### config.mk
export PLATFORM = sky130hd
export DESIGN_NAME = multi_cycle_core_flat
export DESIGN_NICKNAME = d
export VERILOG_FILES = /design/src/rtl/multi_cycle_core_if.sv /design/src/rtl/multi_cycle_core.sv /design/src/flat_wrapper.sv
export SDC_FILE = /design/constraint.sdc
export NUM_CORES = 1
export LEC_CHECK = 0
export CAP_MARGIN = 20
export CORE_AREA = 2 2 121 94
export CTS_CLUSTER_SIZE = 40
export DETAILED_ROUTE_END_ITERATION = 6
export DIE_AREA = 0 0 123 96
export GPL_ROUTABILITY_DRIVEN = 0
export PLACE_DENSITY_LB_ADDON = 0.2
export SYNTH_ARGS = -nofsm -noshare
export SYNTH_HDL_FRONTEND = slang
export SYNTH_SLANG_ARGS = --single-unit
### constraint.sdc
create_clock -name clk -period 4.3 [get_ports clk]
set_input_delay 0.645 -clock clk [delete_from_list [all_inputs] [get_ports clk]]
set_output_delay 0.645 -clock clk [all_outputs]
set_load 0.01 [all_outputs]
### src/rtl/multi_cycle_core_if.sv
// Memory-side bus of the multi-cycle core: an instruction fetch port and a
// data load/store port, each a request/ready handshake.
interface multi_cycle_core_if #(
  parameter int DATA_WIDTH = 8,
  parameter int ADDR_WIDTH = 8,
  parameter int NUM_REGS   = 4
);
  localparam int RSEL_W  = $clog2(NUM_REGS);
  localparam int INSTR_W = 4 + 2 * RSEL_W + ADDR_WIDTH;

  logic                  imem_req;
  logic [ADDR_WIDTH-1:0] imem_addr;
  logic                  imem_ready;
  logic [INSTR_W-1:0]    imem_rdata;

  logic                  dmem_req;
  logic                  dmem_we;
  logic [ADDR_WIDTH-1:0] dmem_addr;
  logic [DATA_WIDTH-1:0] dmem_wdata;
  logic                  dmem_ready;
  logic [DATA_WIDTH-1:0] dmem_rdata;

  // Core side: drives requests, receives ready/data.
  modport master (
    output imem_req, imem_addr,
    input  imem_ready, imem_rdata,
    output dmem_req, dmem_we, dmem_addr, dmem_wdata,
    input  dmem_ready, dmem_rdata
  );

  // Memory side: answers requests.
  modport slave (
    input  imem_req, imem_addr,
    output imem_ready, imem_rdata,
    input  dmem_req, dmem_we, dmem_addr, dmem_wdata,
    output dmem_ready, dmem_rdata
  );
endinterface

### src/rtl/multi_cycle_core.sv
// Multi-cycle accumulator-style core: FETCH -> DECODE -> EXECUTE -> (MEM) ->
// (WB), with variable-latency instruction and data memories.
module multi_cycle_core #(
  parameter  int DATA_WIDTH = 8,
  parameter  int ADDR_WIDTH = 8,
  parameter  int NUM_REGS   = 4,
  localparam int RSEL_W     = $clog2(NUM_REGS),
  localparam int INSTR_W    = 4 + 2 * RSEL_W + ADDR_WIDTH
) (
  input  logic                  clk,
  input  logic                  clear,
  multi_cycle_core_if.master    bus,
  output logic [INSTR_W-1:0]    programOut,
  output logic [ADDR_WIDTH-1:0] pc,
  output logic                  halted,
  output logic                  illegal,
  output logic [15:0]           retired
);

  typedef enum logic [2:0] {
    S_FETCH, S_DECODE, S_EXECUTE, S_MEM, S_WB, S_HALT
  } state_t;

  typedef enum logic [3:0] {
    OP_NOP  = 4'd0,
    OP_LDI  = 4'd1,
    OP_ADD  = 4'd2,
    OP_SUB  = 4'd3,
    OP_AND  = 4'd4,
    OP_OR   = 4'd5,
    OP_LD   = 4'd6,
    OP_ST   = 4'd7,
    OP_JMP  = 4'd8,
    OP_JZ   = 4'd9,
    OP_HALT = 4'd15
  } opcode_t;

  state_t                state;
  logic [INSTR_W-1:0]    ir;
  logic [DATA_WIDTH-1:0] regs [NUM_REGS];
  logic [DATA_WIDTH-1:0] a_op;
  logic [DATA_WIDTH-1:0] b_op;
  logic [DATA_WIDTH-1:0] result;

  // Instruction fields, taken from the latched IR.
  opcode_t               op;
  logic [RSEL_W-1:0]     rd;
  logic [RSEL_W-1:0]     rs;
  logic [ADDR_WIDTH-1:0] imm;
  logic [DATA_WIDTH-1:0] imm_ext;

  assign op      = opcode_t'(ir[INSTR_W-1 -: 4]);
  assign rd      = ir[INSTR_W-5 -: RSEL_W];
  assign rs      = ir[INSTR_W-5-RSEL_W -: RSEL_W];
  assign imm     = ir[ADDR_WIDTH-1:0];
  assign imm_ext = DATA_WIDTH'(imm);

  // Requests follow the state but drop immediately while clear is held, so an
  // abandoned access is never presented during reset.
  logic fetch_active;
  logic mem_active;

  assign fetch_active   = (state == S_FETCH) && !clear;
  assign mem_active     = (state == S_MEM) && !clear;
  assign bus.imem_req   = fetch_active;
  assign bus.imem_addr  = pc;
  assign bus.dmem_req   = mem_active;
  assign bus.dmem_we    = mem_active && (op == OP_ST);
  assign bus.dmem_addr  = imm;
  assign bus.dmem_wdata = a_op;
  assign programOut     = ir;

  // Sequencer, datapath registers and register file, all advanced in one FSM.
  // NOTE: every state element here uses <= so all updates see the values from
  // before the edge; mixing in = would make results depend on statement order.
  always_ff @(posedge clk) begin
    if (clear) begin
      state   <= S_FETCH;
      pc      <= '0;
      ir      <= '0;
      a_op    <= '0;
      b_op    <= '0;
      result  <= '0;
      retired <= '0;
      halted  <= 1'b0;
      illegal <= 1'b0;
      // NOTE: the register file is built from flops, so it is cleared with the
      // rest of the state; a RAM-based file could not be reset this way.
      for (int i = 0; i < NUM_REGS; i++) regs[i] <= '0;
    end else begin
      case (state)
        S_FETCH: begin
          if (bus.imem_ready) begin
            ir    <= bus.imem_rdata;
            pc    <= pc + ADDR_WIDTH'(1);
            state <= S_DECODE;
          end
        end
        S_DECODE: begin
          a_op  <= regs[rd];
          b_op  <= regs[rs];
          state <= S_EXECUTE;
        end
        S_EXECUTE: begin
          case (op)
            OP_LDI: begin result <= imm_ext;     state <= S_WB; end
            OP_ADD: begin result <= a_op + b_op; state <= S_WB; end
            OP_SUB: begin result <= a_op - b_op; state <= S_WB; end
            OP_AND: begin result <= a_op & b_op; state <= S_WB; end
            OP_OR:  begin result <= a_op | b_op; state <= S_WB; end
            OP_LD, OP_ST: state <= S_MEM;
            OP_JMP: begin
              pc      <= imm;
              retired <= retired + 16'd1;
              state   <= S_FETCH;
            end
            OP_JZ: begin
              if (a_op == '0) pc <= imm;
              retired <= retired + 16'd1;
              state   <= S_FETCH;
            end
            OP_HALT: begin
              halted  <= 1'b1;
              retired <= retired + 16'd1;
              state   <= S_HALT;
            end
            OP_NOP: begin
              retired <= retired + 16'd1;
              state   <= S_FETCH;
            end
            default: begin
              // Undefined opcodes retire as NOP and leave a sticky flag.
              illegal <= 1'b1;
              retired <= retired + 16'd1;
              state   <= S_FETCH;
            end
          endcase
        end
        S_MEM: begin
          if (bus.dmem_ready) begin
            if (op == OP_ST) begin
              retired <= retired + 16'd1;
              state   <= S_FETCH;
            end else begin
              result <= bus.dmem_rdata;
              state  <= S_WB;
            end
          end
        end
        S_WB: begin
          regs[rd] <= result;
          retired  <= retired + 16'd1;
          state    <= S_FETCH;
        end
        S_HALT: ;
        default: state <= S_FETCH;
      endcase
    end
  end

endmodule

### src/flat_wrapper.sv
// flat-port wrapper written by rule: the top's interface ports become plain ports
module multi_cycle_core_flat 
#(
  parameter  int DATA_WIDTH = 8,
  parameter  int ADDR_WIDTH = 8,
  parameter  int NUM_REGS   = 4,
  localparam int RSEL_W     = $clog2(NUM_REGS),
  localparam int INSTR_W    = 4 + 2 * RSEL_W + ADDR_WIDTH
)
  (clk, clear, programOut, pc, halted, illegal, retired, bus_imem_req, bus_imem_addr, bus_imem_ready, bus_imem_rdata, bus_dmem_req, bus_dmem_we, bus_dmem_addr, bus_dmem_wdata, bus_dmem_ready, bus_dmem_rdata);
  multi_cycle_core_if #(.DATA_WIDTH(DATA_WIDTH), .ADDR_WIDTH(ADDR_WIDTH), .NUM_REGS(NUM_REGS)) bus_i ();
  input  logic clk;
  input  logic clear;
  output logic [INSTR_W-1:0] programOut;
  output logic [ADDR_WIDTH-1:0] pc;
  output logic halted;
  output logic illegal;
  output logic [15:0] retired;
  output wire logic [$bits(bus_i.imem_req)-1:0] bus_imem_req;
  output wire logic [$bits(bus_i.imem_addr)-1:0] bus_imem_addr;
  input wire logic [$bits(bus_i.imem_ready)-1:0] bus_imem_ready;
  input wire logic [$bits(bus_i.imem_rdata)-1:0] bus_imem_rdata;
  output wire logic [$bits(bus_i.dmem_req)-1:0] bus_dmem_req;
  output wire logic [$bits(bus_i.dmem_we)-1:0] bus_dmem_we;
  output wire logic [$bits(bus_i.dmem_addr)-1:0] bus_dmem_addr;
  output wire logic [$bits(bus_i.dmem_wdata)-1:0] bus_dmem_wdata;
  input wire logic [$bits(bus_i.dmem_ready)-1:0] bus_dmem_ready;
  input wire logic [$bits(bus_i.dmem_rdata)-1:0] bus_dmem_rdata;
  assign bus_imem_req = bus_i.imem_req;
  assign bus_imem_addr = bus_i.imem_addr;
  assign bus_i.imem_ready = bus_imem_ready;
  assign bus_i.imem_rdata = bus_imem_rdata;
  assign bus_dmem_req = bus_i.dmem_req;
  assign bus_dmem_we = bus_i.dmem_we;
  assign bus_dmem_addr = bus_i.dmem_addr;
  assign bus_dmem_wdata = bus_i.dmem_wdata;
  assign bus_i.dmem_ready = bus_dmem_ready;
  assign bus_i.dmem_rdata = bus_dmem_rdata;
  multi_cycle_core #(.DATA_WIDTH(DATA_WIDTH), .ADDR_WIDTH(ADDR_WIDTH), .NUM_REGS(NUM_REGS)) u_core (.clk(clk), .clear(clear), .bus(bus_i), .programOut(programOut), .pc(pc), .halted(halted), .illegal(illegal), .retired(retired));
endmodule
# Yosys cells after proc, flatten, opt, wreduce, memory -nomap -nowiden
# Memory sizes are Yosys's and may differ from the RTL's. A register that Yosys moved wholly into a read port is not among the register bits.
# Index checks and enable logic that the tools add are counted.
[word_totals] register_bits=53 ram_bits=32 in_bits=28 out_inout_bits=69 wordCells=86 n_memories=1
[memory_table] name="u_core.regs" depth=4 width=8 read_ports=2 rd_clocked_by_memory_dff=2 wr=4 line="multi_cycle_core.sv:40" text="logic [DATA_WIDTH-1:0] regs [NUM_REGS];"
[op_classes] add_sub_neg=4 eq_ne=23 n_mux=25 bitwise_logic=4 reduce_logical=22
[op_table] cell="16-bit two-way mux" n=3
[op_table] cell="16-bit one-hot mux with 3 select lines" n=1
[op_table] cell="8-bit one-hot mux with 2 select lines" n=3
[op_table] cell="8-bit two-way mux" n=5
[op_table] cell="8-bit one-hot mux with 5 select lines" n=1
[op_table] cell="16-bit by 1-bit adder with 16-bit output (second input constant)" n=1
[op_table] cell="4-bit by 3-bit equality test with 1-bit output (second input constant)" n=4
[op_table] cell="3-bit one-hot mux with 5 select lines" n=1
[op_table] cell="4-bit equality test (second input constant)" n=3
[op_table] cell="4-bit AND reduction" n=3
[op_table] cell="11-bit OR reduction" n=1
[op_table] cell="2-bit != test (second input constant)" n=5
[op_table] cell="3-bit two-way mux" n=3
[op_table] cell="3-bit one-hot mux with 3 select lines" n=1
[op_table] cell="8-bit by 1-bit adder with 8-bit output (second input constant)" n=1
[op_table] cell="8-bit adder" n=1
[op_table] cell="8-bit AND" n=1
[op_table] cell="4-bit by 2-bit equality test with 1-bit output (second input constant)" n=2
[op_table] cell="8-bit zero test" n=1
[op_table] cell="8-bit bitwise OR" n=1
[op_table] cell="8-bit OR reduction" n=1
[op_table] cell="8-bit subtractor" n=1
[op_table] cell="7-bit OR reduction" n=1
[op_table] cell="3-bit by 2-bit equality test with 1-bit output (second input constant)" n=2
[op_table] cell="other kinds (18)" n=31

# Depth between registers and ports, before layout
[logic_depth] word_depth=6 ltp_mapped=13 mapped_depth_nobuf=12

# Least setup slack after synthesis
# Ideal clock, no wire load.
[synth_path] path_kind="reg-to-reg" start="register u_core.ir[15] (netlist: u_core.programOut[15])" end="register u_core.result[7]" setup_ns=0.095 t_arrival_ns=2.943 required_ns=4.205 slack_ns=1.261 path_stages_with_launch=13 n_path_buf=1 period_less_slack_ns=3.039 path_cell_list="dfxtp_1 clkbuf_1 nor3b_1 nand2_1 o21ai_0 inv_1 ha_1 nor2b_1 o31a_1 o32ai_1 xnor2_1 or3_1 a221oi_1"
[synth_between] elab_chain_len=3 word_cells_on_any_way=11 classes_between="eq/ne (8); mux (2); reduce/logical (1)"
[synth_lines] item="start, declared" line="multi_cycle_core.sv:39" text="logic [INSTR_W-1:0] ir;"
[synth_lines] item="start signal, assigned" line="multi_cycle_core.sv:94" text="ir <= bus.imem_rdata;"
[synth_lines] item="4-bit by 3-bit equality test with 1-bit output, or another cell as far along" line="multi_cycle_core.sv:105" text="case (op)"
[synth_lines] item="8-bit one-hot mux with 5 select lines, or another cell as far along" line="multi_cycle_core.sv:105"
[synth_lines] item="8-bit one-hot mux with 2 select lines / 4-bit AND reduction (equally long branches)"
[synth_lines] item="end signal, assigned" line="multi_cycle_core.sv:145" text="result <= bus.dmem_rdata;"
[synth_lines] item="end, declared" line="multi_cycle_core.sv:43" text="logic [DATA_WIDTH-1:0] result;"
# Several ways; a longest one is shown, not always the timed one.
# A chain may end at the register's enable or synchronous reset.

# Worst setup path after layout
[layout_path] start="register u_core.ir[13] (netlist: u_core.programOut[13])" end="register u_core.result[7]"
# The elaborated chain is that of the path after synthesis.

==> impl_summary.md <==
STA
Derived from the worst setup path, the maximum achievable clock frequency is 284 MHz. The worst path needs 3520 ps of the cycle, external delays included. In this run the tightest slew margin relative to its limit is 0.454.

The hold slack is 450 ps. Of the available clock period, the critical path in the final layout requires 0.819. Setup repair after global routing left no endpoint under its margin. Setup violations remaining at the end of the flow were counted as 0. The setup TNS after final layout is 0 ps. The number of hold violations in the final report is 0. The post-route clock skew is 7.01 ps. The max-slew violation total from the final report is 0. The actual slew at the worst max-slew pin is 816 ps.

Yosys
In the synthesized netlist, the number of instances is 619. In this run the mean area of a mapped cell was 9.04 sq um. Counting flops and latches in the post-synthesis netlist gives 101. The share of the Yosys chip area taken by registers is 0.419. The number of nets handed over by synthesis was 660. During synthesis, Yosys emitted a total of 0 warnings. The most used flip-flop cell after synthesis is sky130_fd_sc_hd__dfxtp_1. The number of flops mapped to enable cells by yosys is 32. After synthesis the cells add up to 5600 sq um. The number of different library cells used by synthesis comes to 63. After synthesis, the share of flip-flops with an asynchronous set or reset is 0.

Cells and area
0 antenna diodes ended up in the layout. In the layout the commonest cells are sky130_fd_sc_hd__clkdlybuf4s50_1, sky130_fd_sc_hd__nand2_1, sky130_fd_sc_hd__dfxtp_1. Of the cells placed in the final design, the portion with a size suffix greater than 1 is 0.0781. The net count of the finished layout is 715. Compared with the post-synthesis result, the final layout area differs by 20.9%. The most common cell after layout, fill and taps aside is sky130_fd_sc_hd__clkdlybuf4s50_1. Once layout is complete, the cells apart from fillers number 819.

Fill cells in the final layout number 905.

Floorplan
In this run the core area contains 33 standard-cell rows. The initial standard-cell utilization of the core is 0.525. The area of the core region is 10700 sq um. The vertical die dimension is 96 um.

The floorplan step set the die width to 123 um. The floorplan die area is 11800 sq um. The number of top-level pins is 97.

Setup path
The kind of start point of the critical path is a register. STA puts the critical path data required time at 4550 ps. The worst setup path is captured at a register. The path type of the worst setup path is register to register. The maximum fanout along the worst path is 11. The arrival time at the worst endpoint is 3770 ps.

Worst hold path
The worst min-delay path class is register to register.

Pwr
The proportion of power drawn by combinational gates is 0.161. For this design the static power due to leakage is 2.28 nW. Power spread over the standard cell area amounts to 334 nW/um^2. Of the total power, the clock network draws 0.364. The cell-internal power is 1.66 mW. VDD sags by at most 204 uV. The switching power is 0.607 mW. The power after layout is 2.26 mW. The switching share of total power is 0.268.

The share of total power in sequential cells is 0.475.

Detailed routing
After the first detailed-routing iteration, the DRC count stood at 432. Across all layers, the routed design uses 4760 vias. The detail route stage leaves a number of antenna-violating nets equal to 0.

For this run, design rule violations remaining after detail routing come to 0. After detailed routing, the average wire length per cell comes to 17.0 um. After detailed routing, the total wire length is 13900 um. The first detailed-routing pass ran for 5 iterations. The ratio of routed vias to standard cells is 5.81.

Clocking
The clock net in this run drives a total of 101 sinks. The clock buffer count from CTS is 9. The buffer type at the clock tree root is sky130_fd_sc_hd__clkbuf_16.

The largest buffer count on any clock path is 2. Clock-pin slew was measured on the worst setup and hold paths at 70 ps. In this run the post-CTS setup repair buffer count came out at 0. The insertion delay to the later sink of the worst-skew pair is 350 ps. In this run the number of H-tree levels came out at 3. The count of hold buffers inserted by post-cts repair is 0.

The quantity of gates resized following cts is 0. The clock tree from TritonCTS is done.

Placement
The number of placed instances, taps included, is 802. The count of buffers added on input and output ports is 96. The sum of net half-perimeters after detailed placement is 10200 um.

Global route
The first-pass GRT wire length is 22600 um. The maximum number of pins on one net before global-route repair is 43. The initial antenna violation count is 0. The leftover overflow at the end of global routing is 0.

Across every metal layer, demand over resource in global routing totals 0.247. The number of global-route vias before repair is 4402.

Job
The tool flagged a number of max-cap violations equal to 0.

Run status
The run finished with clean final reports.
worst max-delay path, cell delays in order (launching register included):
cell and delay, ps:
sky130_fd_sc_hd__dfxtp_1 600, sky130_fd_sc_hd__nor3b_1 500, sky130_fd_sc_hd__nand2_1 190, sky130_fd_sc_hd__o21ai_0 340, sky130_fd_sc_hd__inv_1 90, sky130_fd_sc_hd__ha_1 280
sky130_fd_sc_hd__nor2b_1 140, sky130_fd_sc_hd__o31a_1 280, sky130_fd_sc_hd__o32ai_1 320, sky130_fd_sc_hd__xnor2_1 90, sky130_fd_sc_hd__or3_1 320, sky130_fd_sc_hd__a221oi_1 270
power groups by stage:
| stage | sequential (mW) | clock (mW) | combinational, mW |
|---|---|---|---|
| floorplan | 1.07 | 0 | 0.267 |
| CTS | 1.07 | 0.835 | 0.361 |
| detailed placement | 1.10 | 0 | 0.358 |
| global route | 1.08 | 0.875 | 0.400 |
| finish | 1.07 | 0.824 | 0.363 |
| global placement | 1.09 | 0 | 0.350 |
worst paths after layout:
check                                     startpoint  cells after the start                            end  slack, ps
setup / recovery  u_core.programOut[13]$_SDFFE_PP0P_                     11  u_core.result[7]$_SDFFE_PP0P_        780
hold / removal           u_core.illegal$_SDFFE_PP0P_                      2    u_core.illegal$_SDFFE_PP0P_        450
hold reg to reg          u_core.illegal$_SDFFE_PP0P_                      2    u_core.illegal$_SDFFE_PP0P_        450
setup reg to reg  u_core.programOut[13]$_SDFFE_PP0P_                     11  u_core.result[7]$_SDFFE_PP0P_        780
cells in the mapped netlist, drive strengths merged, types with 12 or more instances:
library cell | count | share of area
nor3 | 19 | 0.018
edfxtp | 32 | 0.17
xnor2 | 12 | 0.019
dfxtp | 69 | 0.25
and2 | 33 | 0.037
ha | 12 | 0.027
o21ai | 24 | 0.021
mux4 | 16 | 0.064
buf | 30 | 0.034
nor2 | 50 | 0.034
nand2 | 91 | 0.061
a21oi | 64 | 0.058
clkbuf | 26 | 0.017
cells by family (layout without fill, tap and decap cells):
group                    count (synthesis)  count (layout)  share of synthesized area
AND/OR/NAND/NOR                        266             266                      0.238
AO/OA/AOI/OAI                          135             135                      0.155
flip-flops                             101             101                      0.419
buffers and inverters                   66             126                     0.0586
multiplexers                            20              20                     0.0718
XOR/XNOR                                18              18                     0.0282
adder cells (fa/ha/maj)                 13              13                     0.0304
metrics by stage:
step,worst slack (ps),instance area (sq um),util
final,777,6760,0.635
after global routing,457,6760,0.635
after CTS,787,6760,0.634
after detailed placement,801,6460,0.606
after global placement,941,6460,0.606
after floorplan,1260,5600,-
sequential cells by signal, summed over array words and instances, names as in the netlist:
register               count
u_core.halted              1
u_core.result              8
u_core.b_op                8
u_core.retired            16
u_core.regs               32
u_core.bus.dmem_wdata      8
u_core.state               3
u_core.bus.imem_addr       8
u_core.programOut         16
u_core.illegal             1
metal layers:
| metal | vias up | routed length, um | track usage |
|---|---|---|---|
| met4 | 0 | 225 | 0.0833 |
| met2 | 167 | 6250 | 0.376 |
| met1 | 2275 | 6440 | 0.347 |
| li1 | 2298 | - | - |
| met5 | - | 0 | 0 |
| met3 | 20 | 1010 | 0.0616 |
cell type report:
| class | count | area, sq um | share of cell area |
|---|---|---|---|
| Clock buffer | 9 | 225 | 0.0333 |
| Clock inverter | 7 | 72.6 | 0.0107 |
| Inverter | 10 | 37.5 | 0.00555 |
| Multi-Input combinational cell | 452 | 2930 | 0.432 |
| Sequential cell | 101 | 2340 | 0.346 |
| Tap cell | 140 | 175 | 0.0259 |
| Timing Repair Buffer | 100 | 986 | 0.146 |
Power figures use the tool's default switching activity.
